===== src/rtl/scan_param.sv =====
// Console input scanner: returns one raw character or a hex number of up to MAX_DIGITS digits.
// Optional backspace editing in hex mode is enabled by defining BACKSPACE_EN.
module scan_param #(
   parameter int unsigned MAX_DIGITS = 8,
   parameter int unsigned DATA_W     = 4 * MAX_DIGITS,
   parameter bit          AUTO_END   = 1'b1
) (
   input  logic              clk,
   input  logic              rst,
   input  logic [7:0]        d_rx,
   input  logic              vld_rx,
   output logic              rdy_rx,
   input  logic              req_rx,
   input  logic              type_rx,
   output logic              ack_rx,
   output logic [DATA_W-1:0] din_rx,
   output logic [4:0]        cnt_rx,
   output logic              flag_rx,
   output logic              err_rx
);

   localparam int unsigned CNT_W   = 5;
   localparam logic [CNT_W-1:0] MAX_CNT = CNT_W'(MAX_DIGITS);

   typedef enum logic [1:0] {
      IDLE,
      COLLECT,
      DONE
   } state_t;

   state_t              state_q, state_d;
   logic                rdy_q, rdy_d;
   logic                ack_q, ack_d;
   logic                type_q, type_d;
   logic [DATA_W-1:0]   din_q, din_d;
   logic [CNT_W-1:0]    cnt_q, cnt_d;
   logic                flag_q, flag_d;
   logic                err_q, err_d;
   logic                finish;
   logic [4:0]          hex_v;

   // {valid, nibble} for an ASCII hex digit
   function automatic logic [4:0] hex_decode(input logic [7:0] b);
      logic [4:0] r;
      r = 5'd0;
      if (b >= 8'h30 && b <= 8'h39)      r = {1'b1, 4'(b - 8'h30)};
      else if (b >= 8'h41 && b <= 8'h46) r = {1'b1, 4'(b - 8'h37)};
      else if (b >= 8'h61 && b <= 8'h66) r = {1'b1, 4'(b - 8'h57)};
      return r;
   endfunction

   always_comb begin
      state_d = state_q;
      rdy_d   = rdy_q;
      ack_d   = ack_q;
      type_d  = type_q;
      din_d   = din_q;
      cnt_d   = cnt_q;
      flag_d  = flag_q;
      err_d   = err_q;
      finish  = 1'b0;
      hex_v   = hex_decode(d_rx);

      case (state_q)
         IDLE: begin
            rdy_d = 1'b0;
            ack_d = 1'b0;
            if (req_rx && !ack_q) begin
               din_d   = '0;
               cnt_d   = '0;
               flag_d  = 1'b0;
               err_d   = 1'b0;
               type_d  = type_rx;
               rdy_d   = 1'b1;
               state_d = COLLECT;
            end
         end
         COLLECT: begin
            // abort outranks any byte arriving in the same cycle
            if (!req_rx) begin
               rdy_d   = 1'b0;
               state_d = IDLE;
            end else if (vld_rx) begin
               if (!type_q) begin
                  din_d  = DATA_W'(d_rx);
                  flag_d = (d_rx == 8'h0D);
                  finish = 1'b1;
               end else if (hex_v[4]) begin
                  if (cnt_q < MAX_CNT) begin
                     din_d = DATA_W'(din_q << 4) | DATA_W'(hex_v[3:0]);
                     cnt_d = cnt_q + 5'd1;
                     if (AUTO_END && (cnt_d == MAX_CNT)) finish = 1'b1;
                  end else begin
                     err_d = 1'b1;
                  end
               end else if (d_rx == 8'h20) begin
                  if (cnt_q != 5'd0) finish = 1'b1;
               end else if (d_rx == 8'h0D) begin
                  flag_d = (cnt_q == 5'd0);
                  finish = 1'b1;
`ifdef BACKSPACE_EN
               end else if (d_rx == 8'h08 || d_rx == 8'h7F) begin
                  if (cnt_q != 5'd0) begin
                     din_d = din_q >> 4;
                     cnt_d = cnt_q - 5'd1;
                  end
`endif
               end else begin
                  err_d = 1'b1;
               end
               if (finish) begin
                  rdy_d   = 1'b0;
                  ack_d   = 1'b1;
                  state_d = DONE;
               end
            end
         end
         DONE: begin
            ack_d = 1'b1;
            if (!req_rx) begin
               ack_d   = 1'b0;
               state_d = IDLE;
            end
         end
         default: begin
            rdy_d   = 1'b0;
            ack_d   = 1'b0;
            state_d = IDLE;
         end
      endcase
   end

   always_ff @(posedge clk) begin
      if (rst) begin
         state_q <= IDLE;
         rdy_q   <= 1'b0;
         ack_q   <= 1'b0;
         type_q  <= 1'b0;
         din_q   <= '0;
         cnt_q   <= '0;
         flag_q  <= 1'b0;
         err_q   <= 1'b0;
      end else begin
         state_q <= state_d;
         rdy_q   <= rdy_d;
         ack_q   <= ack_d;
         type_q  <= type_d;
         din_q   <= din_d;
         cnt_q   <= cnt_d;
         flag_q  <= flag_d;
         err_q   <= err_d;
      end
   end

   assign rdy_rx  = rdy_q;
   assign ack_rx  = ack_q;
   assign din_rx  = din_q;
   assign cnt_rx  = cnt_q;
   assign flag_rx = flag_q;
   assign err_rx  = err_q;

endmodule


===== config.mk =====
export PLATFORM = sky130hd
export DESIGN_NAME = scan_param
export DESIGN_NICKNAME = d
export VERILOG_FILES = /design/src/rtl/scan_param.sv
export SDC_FILE = /design/constraint.sdc
export NUM_CORES = 1
export LEC_CHECK = 0
export CORE_ASPECT_RATIO = 2
export CORE_MARGIN = 4
export CORE_UTILIZATION = 40
export CTS_CLUSTER_DIAMETER = 150
export DETAILED_ROUTE_END_ITERATION = 8
export GPL_ROUTABILITY_DRIVEN = 0
export PLACE_DENSITY = 0.7
export SYNTH_ARGS = -nofsm -noshare
export SYNTH_HDL_FRONTEND = slang
export SYNTH_SLANG_ARGS = --single-unit

===== constraint.sdc =====
create_clock -name clk -period 4.6 [get_ports clk]
set_clock_uncertainty 0.15 [all_clocks]
set_input_delay 0.92 -clock clk [delete_from_list [all_inputs] [get_ports clk]]
set_output_delay 0.92 -clock clk [all_outputs]
set_load 0.01 [all_outputs]

# [After elaboration in Yosys (flattened, before gate mapping)]
# Index checks and enable logic that the tools add are counted.
[totals] regBits=44 latchBits=0 ram_bits=0 rom_bits=0 in_bits=13 output_inout_bits=41 elab_cells=120 n_memories=0
[classes] n_addsub=4 n_mul=0 div_mod_pow=0 magnitude_cmp=7 n_eq_ne=23 n_shift=0 mux=59 bitwise=2 n_reduce_logical=17
[ops] operator="$mux W32" n=6
[ops] operator="$pmux W32 S2" n=1
[ops] operator="$mux W5" n=9
[ops] operator="$mux W1" n=32
[ops] operator="$or A32 B4 Y32" n=1
[ops] operator="$ne A3 B3 Y1 const B" n=10
[ops] operator="$ge A8 B7 Y1 const B" n=2
[ops] operator="$le A8 B7 Y1 const B" n=2
[ops] operator="$ne A2 B2 Y1 const B" n=8
[ops] operator="$reduce_and A7 Y1" n=2
[ops] operator="$mux W2" n=5
[ops] operator="$pmux W5 S2" n=1
[ops] operator="$eq A8 B4 Y1 const B" n=1
[ops] operator="$eq A8 B6 Y1 const B" n=1
[ops] operator="$ge A8 B6 Y1 const B" n=1
[ops] operator="$le A8 B6 Y1 const B" n=1
[ops] operator="$reduce_and A8 Y1" n=1
[ops] operator="$sub A4 B3 Y4 const B" n=2
[ops] operator="$pmux W1 S2" n=3
[ops] operator="$pmux W2 S3" n=1
[ops] operator="$reduce_and A3 Y1" n=2
[ops] operator="$reduce_and A6 Y1" n=1
[ops] operator="$add A5 B1 Y5 const B" n=1
[ops] operator="$eq A5 B4 Y1 const B" n=1
[ops] operator="14 further kinds" n=17

# [Longest topological paths before layout]
[depth] ltp_word=14 mapped_depth=10

# [Worst setup path after synthesis]
# Ideal clock, no wire load.
[synth_path] kind="input to register" startpoint="input port d_rx[1]" endpoint="register ack_q (netlist: ack_rx)" arrival_ns=2.501 required_ns=4.329 setup_slack_ns=1.828 path_stages=8 path_cell_list="inv_1 ha_1 or3b_1 and4_1 buf_6 nor4_4 nor3_2 mux2_4"
[synth_between] elab_chain_len=12 word_cells_on_any_way=23
[synth_lines] item="start: declaration" line_no="10" source="input logic [7:0] d_rx,"
[synth_lines] item="$ge A8 B7 Y1 or $le A8 B7 Y1 (tied branches)" line_no="48" source="else if (b >= 8'h61 && b <= 8'h66) r = {1'b1, 4'(b - 8'h57)};"
[synth_lines] item="$logic_and A1 B1 Y1" line_no="48"
[synth_lines] item="$mux W5" line_no="48"
[synth_lines] item="$mux W5" line_no="47" source="else if (b >= 8'h41 && b <= 8'h46) r = {1'b1, 4'(b - 8'h37)};"
[synth_lines] item="$mux W5" line_no="46" source="if (b >= 8'h30 && b <= 8'h39) r = {1'b1, 4'(b - 8'h30)};"
[synth_lines] item="$mux W1 *" line_no="88" source="end else if (hex_v[4]) begin"
[synth_lines] item="$mux W1 *" line_no="84" source="if (!type_q) begin"
[synth_lines] item="$mux W1 *" line_no="83" source="end else if (vld_rx) begin"
[synth_lines] item="$mux W1 *" line_no="80" source="if (!req_rx) begin"
[synth_lines] item="$mux W1 *" line_no="64" source="case (state_q)"
[synth_lines] item="$ne A2 B2 Y1 (no line) *"
[synth_lines] item="$reduce_and A3 Y1 (no line) *"
[synth_lines] item="end signal: assignment" line_no="146" source="ack_q <= ack_d;"
[synth_lines] item="end: declaration" line_no="33" source="logic ack_q, ack_d;"
# Every way passes the cells marked *; elsewhere a longest branch is shown, timed or not. The select of a mux whose other input is x is not followed.
# A chain may end at the register's enable or synchronous reset.

# [Worst setup path after layout]
[layout_path] startpoint="input port d_rx[0]" endpoint="register din_q[26] (netlist: din_rx[26])"
[layout_between] elab_chain_len=7 word_cells_on_any_way=14
[layout_lines] item="$ge A8 B7 Y1 or $le A8 B7 Y1 (tied branches)" line_no="48"
[layout_lines] item="$logic_and A1 B1 Y1" line_no="48"
[layout_lines] item="$mux W5" line_no="48"
[layout_lines] item="$mux W5" line_no="47"
[layout_lines] item="$mux W5 *" line_no="46"
[layout_lines] item="$ne A3 B3 Y1 (no line) *"
[layout_lines] item="$reduce_and A6 Y1 (no line) *"
[layout_lines] item="end signal: assignment" line_no="148" source="din_q <= din_d;"
[layout_lines] item="end: declaration" line_no="35" source="logic [DATA_W-1:0] din_q, din_d;"
# Every way passes the cells marked *; elsewhere a longest branch is shown, timed or not.

==> metrics.txt <==
status finished clean; synthesized-area fraction occupied by and/or/nand/nor cells 0.232; P&R area growth vs syn 28.6%; antenna violations before repair 0; switching power 0.231 mW; Maximum Capacitance Violations 0; worst setup path start d_rx[0]; total via count after detailed routing 2,052; detailed placer's ending HPWL 4.40 mm; fraction of final layout cells with drive strength greater than 1 0.104; Fin. Hold Viols 0; Pre-Repair DR Iteration Count 4; pin count of the biggest net entering global routing 30; worst hold slack after final layout 0.336 ns; count of H-tree levels built during CTS 2; wire length of the first global-routing pass 9.74 mm; setup slack after layout 1.17 ns; number of synthesis warnings 0; final design utilization 0.537; upper clock frequency limit 291 MHz; NumNets Final 319; critical path launch point type primary input; Synth Area in Compound Gates 0.216; Hold Path Stages 2; vias in the first global route 2,078; xor/xnor cell area share of the yosys netlist 0; CP Cell Sequence clkdlybuf4s50_1 > inv_1 > ha_1 > or3b_1 > nand4_1 > a21oi_2 > nand3_1 > buf_4 > o32ai_1; switching share of power 0.273; Std-Cell Rows 38; power per unit of standard cell area 285 nW/um^2; Worst Hold Class flip-flop to flip-flop; clock period minus final worst setup slack 3.43 ns; dominant combinational cell family by area after synthesis simple AND/OR/NAND/NOR gates; die outline height 115 um; sum of routed wire length over all layers 5.97 mm; Final Non-Filler Cells 359; asr flop ratio synth 0; post-synthesis instance total 251; TritonCTS clock tree built; vias per inst 5.72; number of hold buffers added after cts 0; synth top area cells dfxtp_1 (38%), nand2b_1 (9.2%), o22ai_1 (4.9%); Buf+Inv Stages, Crit Path 3; clock insertion delay at the later pin of the skew report 0.30 ns; number of enable-type register cells in the synthesized netlist 0; data required time at the worst endpoint 4.66 ns; Synthesized Nets 272; Ant. Diodes 0; portion of total power attributed to combinational logic 0.163; clock tree buffer depth 2; delay-heaviest family, CP buffers and inverters; Total Die Area 7110 um^2; mean post-synth cell area 9.18 um^2; Placed Area 2850 um^2; Pwr Total 0.845 mW; Synth Area in Adders 0.0434; Slew Limit Headroom 0.461; final count of pins violating max slew 0; slack of the worst reg-to-reg path 2.02 ns; total negative setup slack 0 ns; prevailing post-synth register cell dfxtp_1; post-route ant nets 0; x dimension of the die 61.7 um; initial core utilization 0.418; type of the setup path with the least slack primary input to flip-flop; CTS clk-pin slew, worst paths 0.09 ns; Sinks on Clock Net 44; Final Setup Violations 0; FF-to-FF path depth 7; Post-Place Setup Slack 0.866 ns; Crit Reg-Reg Endpoint din_rx[26]; sequential-to-total area share from yosys stat 0.382; Congestion Overflow GR 0; type of element capturing the critical path flip-flop; PortBufs 53; placed cells 351; core area 5520 um^2; number of buffers created by CTS 5; instance count on the critical path 9; internal power component 0.615 mW; CTS-repair resized insts 0; overall fraction of global-route tracks in use 0.180; Seq pwr share 0.472; top cell types by occurrence after synthesis dfxtp_1 (44), nand2b_1 (34), o22ai_1 (18); largest vdd supply drop 0.271 mV; area of the mapped netlist 2300 um^2; CTS Root Buffer Type clkbuf_8; Least-Margin Pin Slew 0.807 ns; end of the critical path din_rx[26]; post-route cell area 2960 um^2; cell taking the most area after synthesis dfxtp_1; critical path's largest stage delay 0.58 ns; clock network fraction of design power 0.366; Crit-path slowest cell nand3_1; flop and latch count out of synthesis 44; post-CTS setup-driven buffer insertion count 0; mean routed wirelength per cell 16.6 um; arrival time reported for the critical path endpoint 3.50 ns; io pins 54; post-synth cell types 49; final cycle utilization of the critical path 0.746; Remaining DRCs 0; RSZ-0062 raised after global routing false; launch instance of the worst register-to-register path state_q[1]; area fraction of the dominant cell type after synthesis 0.382; Crit Path Max Fanout 23; top-count cell post-synth dfxtp_1; mux cell area share after synthesis 0.0673; Leakage Power 1.02 nW; Starting DRT DRC Count 98
## how the worst min path moves through the flow
stage	start	slack (ns)	endpoint
finish	din_rx[31]	0.34	din_rx[31]
global route	din_rx[29]	0.38	din_rx[29]
CTS	din_rx[31]	0.34	din_rx[31]
detailed placement	din_rx[29]	0.32	din_rx[29]
global placement	din_rx[31]	0.32	din_rx[31]
floorplan	state_q[0]	0.30	state_q[0]
## registers in the layout, indices dropped and copies added, names as in the netlist
signal	count
rdy_rx	1
cnt_rx	5
flag_rx	1
err_rx	1
type_q	1
ack_rx	1
state_q	2
din_rx	32
## metal layers
layer  up-vias  wire length [um]  track usage
met4         0               136       0.0751
met3        10               190       0.0326
met2        44              3320        0.325
li1       1009                 -            -
met1       989              2320        0.193
met5         -                 0            0
## worst reg2reg max path, cell delays in order (launching register included)
cell      delay (ns)
dfxtp_1         0.37
inv_1           0.07
ha_1            0.33
nand2b_1        0.15
o2111a_1        0.32
nand3_1         0.62
buf_4           0.39
o32ai_1         0.10
## layout make-up
class | instances | area [um^2]
clock buffers | 5 | 68.8
fillers | 515 | 2550
well taps | 60 | 75.1
flip-flops and latches | 44 | 881
repair buffers | 57 | 561
multi-input cells | 178 | 1290
inverters | 12 | 45.0
clock inverters | 3 | 46.3
## cells in the final DEF, fill, tap and decap left out, drive strengths merged, types with 5 or more instances in the layout
cell type	n
o21ai	11
dfxtp	44
nand2	12
clkbuf	5
nand3	6
inv	13
clkdlybuf4s50	53
mux2i	8
ha	8
nor2	9
o22ai	18
nand2b	34
mux2	6
a21oi	12
o32ai	7
## cells by family after synthesis
| family | Yosys count |
|---|---|
| buf+inv | 29 |
| fa+ha+maj | 8 |
| flops | 44 |
| mux | 14 |
| simple gates | 87 |
| compound gates | 69 |
## power by group through the flow
stage / clock (mW) / sequential (mW) / combinational [mW]
after floorplan: 0 / 0.405 / 0.0970
after global routing: 0.329 / 0.400 / 0.150
final: 0.309 / 0.399 / 0.138
after global placement: 0 / 0.407 / 0.135
after detailed placement: 0 / 0.408 / 0.136
after CTS: 0.316 / 0.399 / 0.137
(Power assumes the default switching activity.)
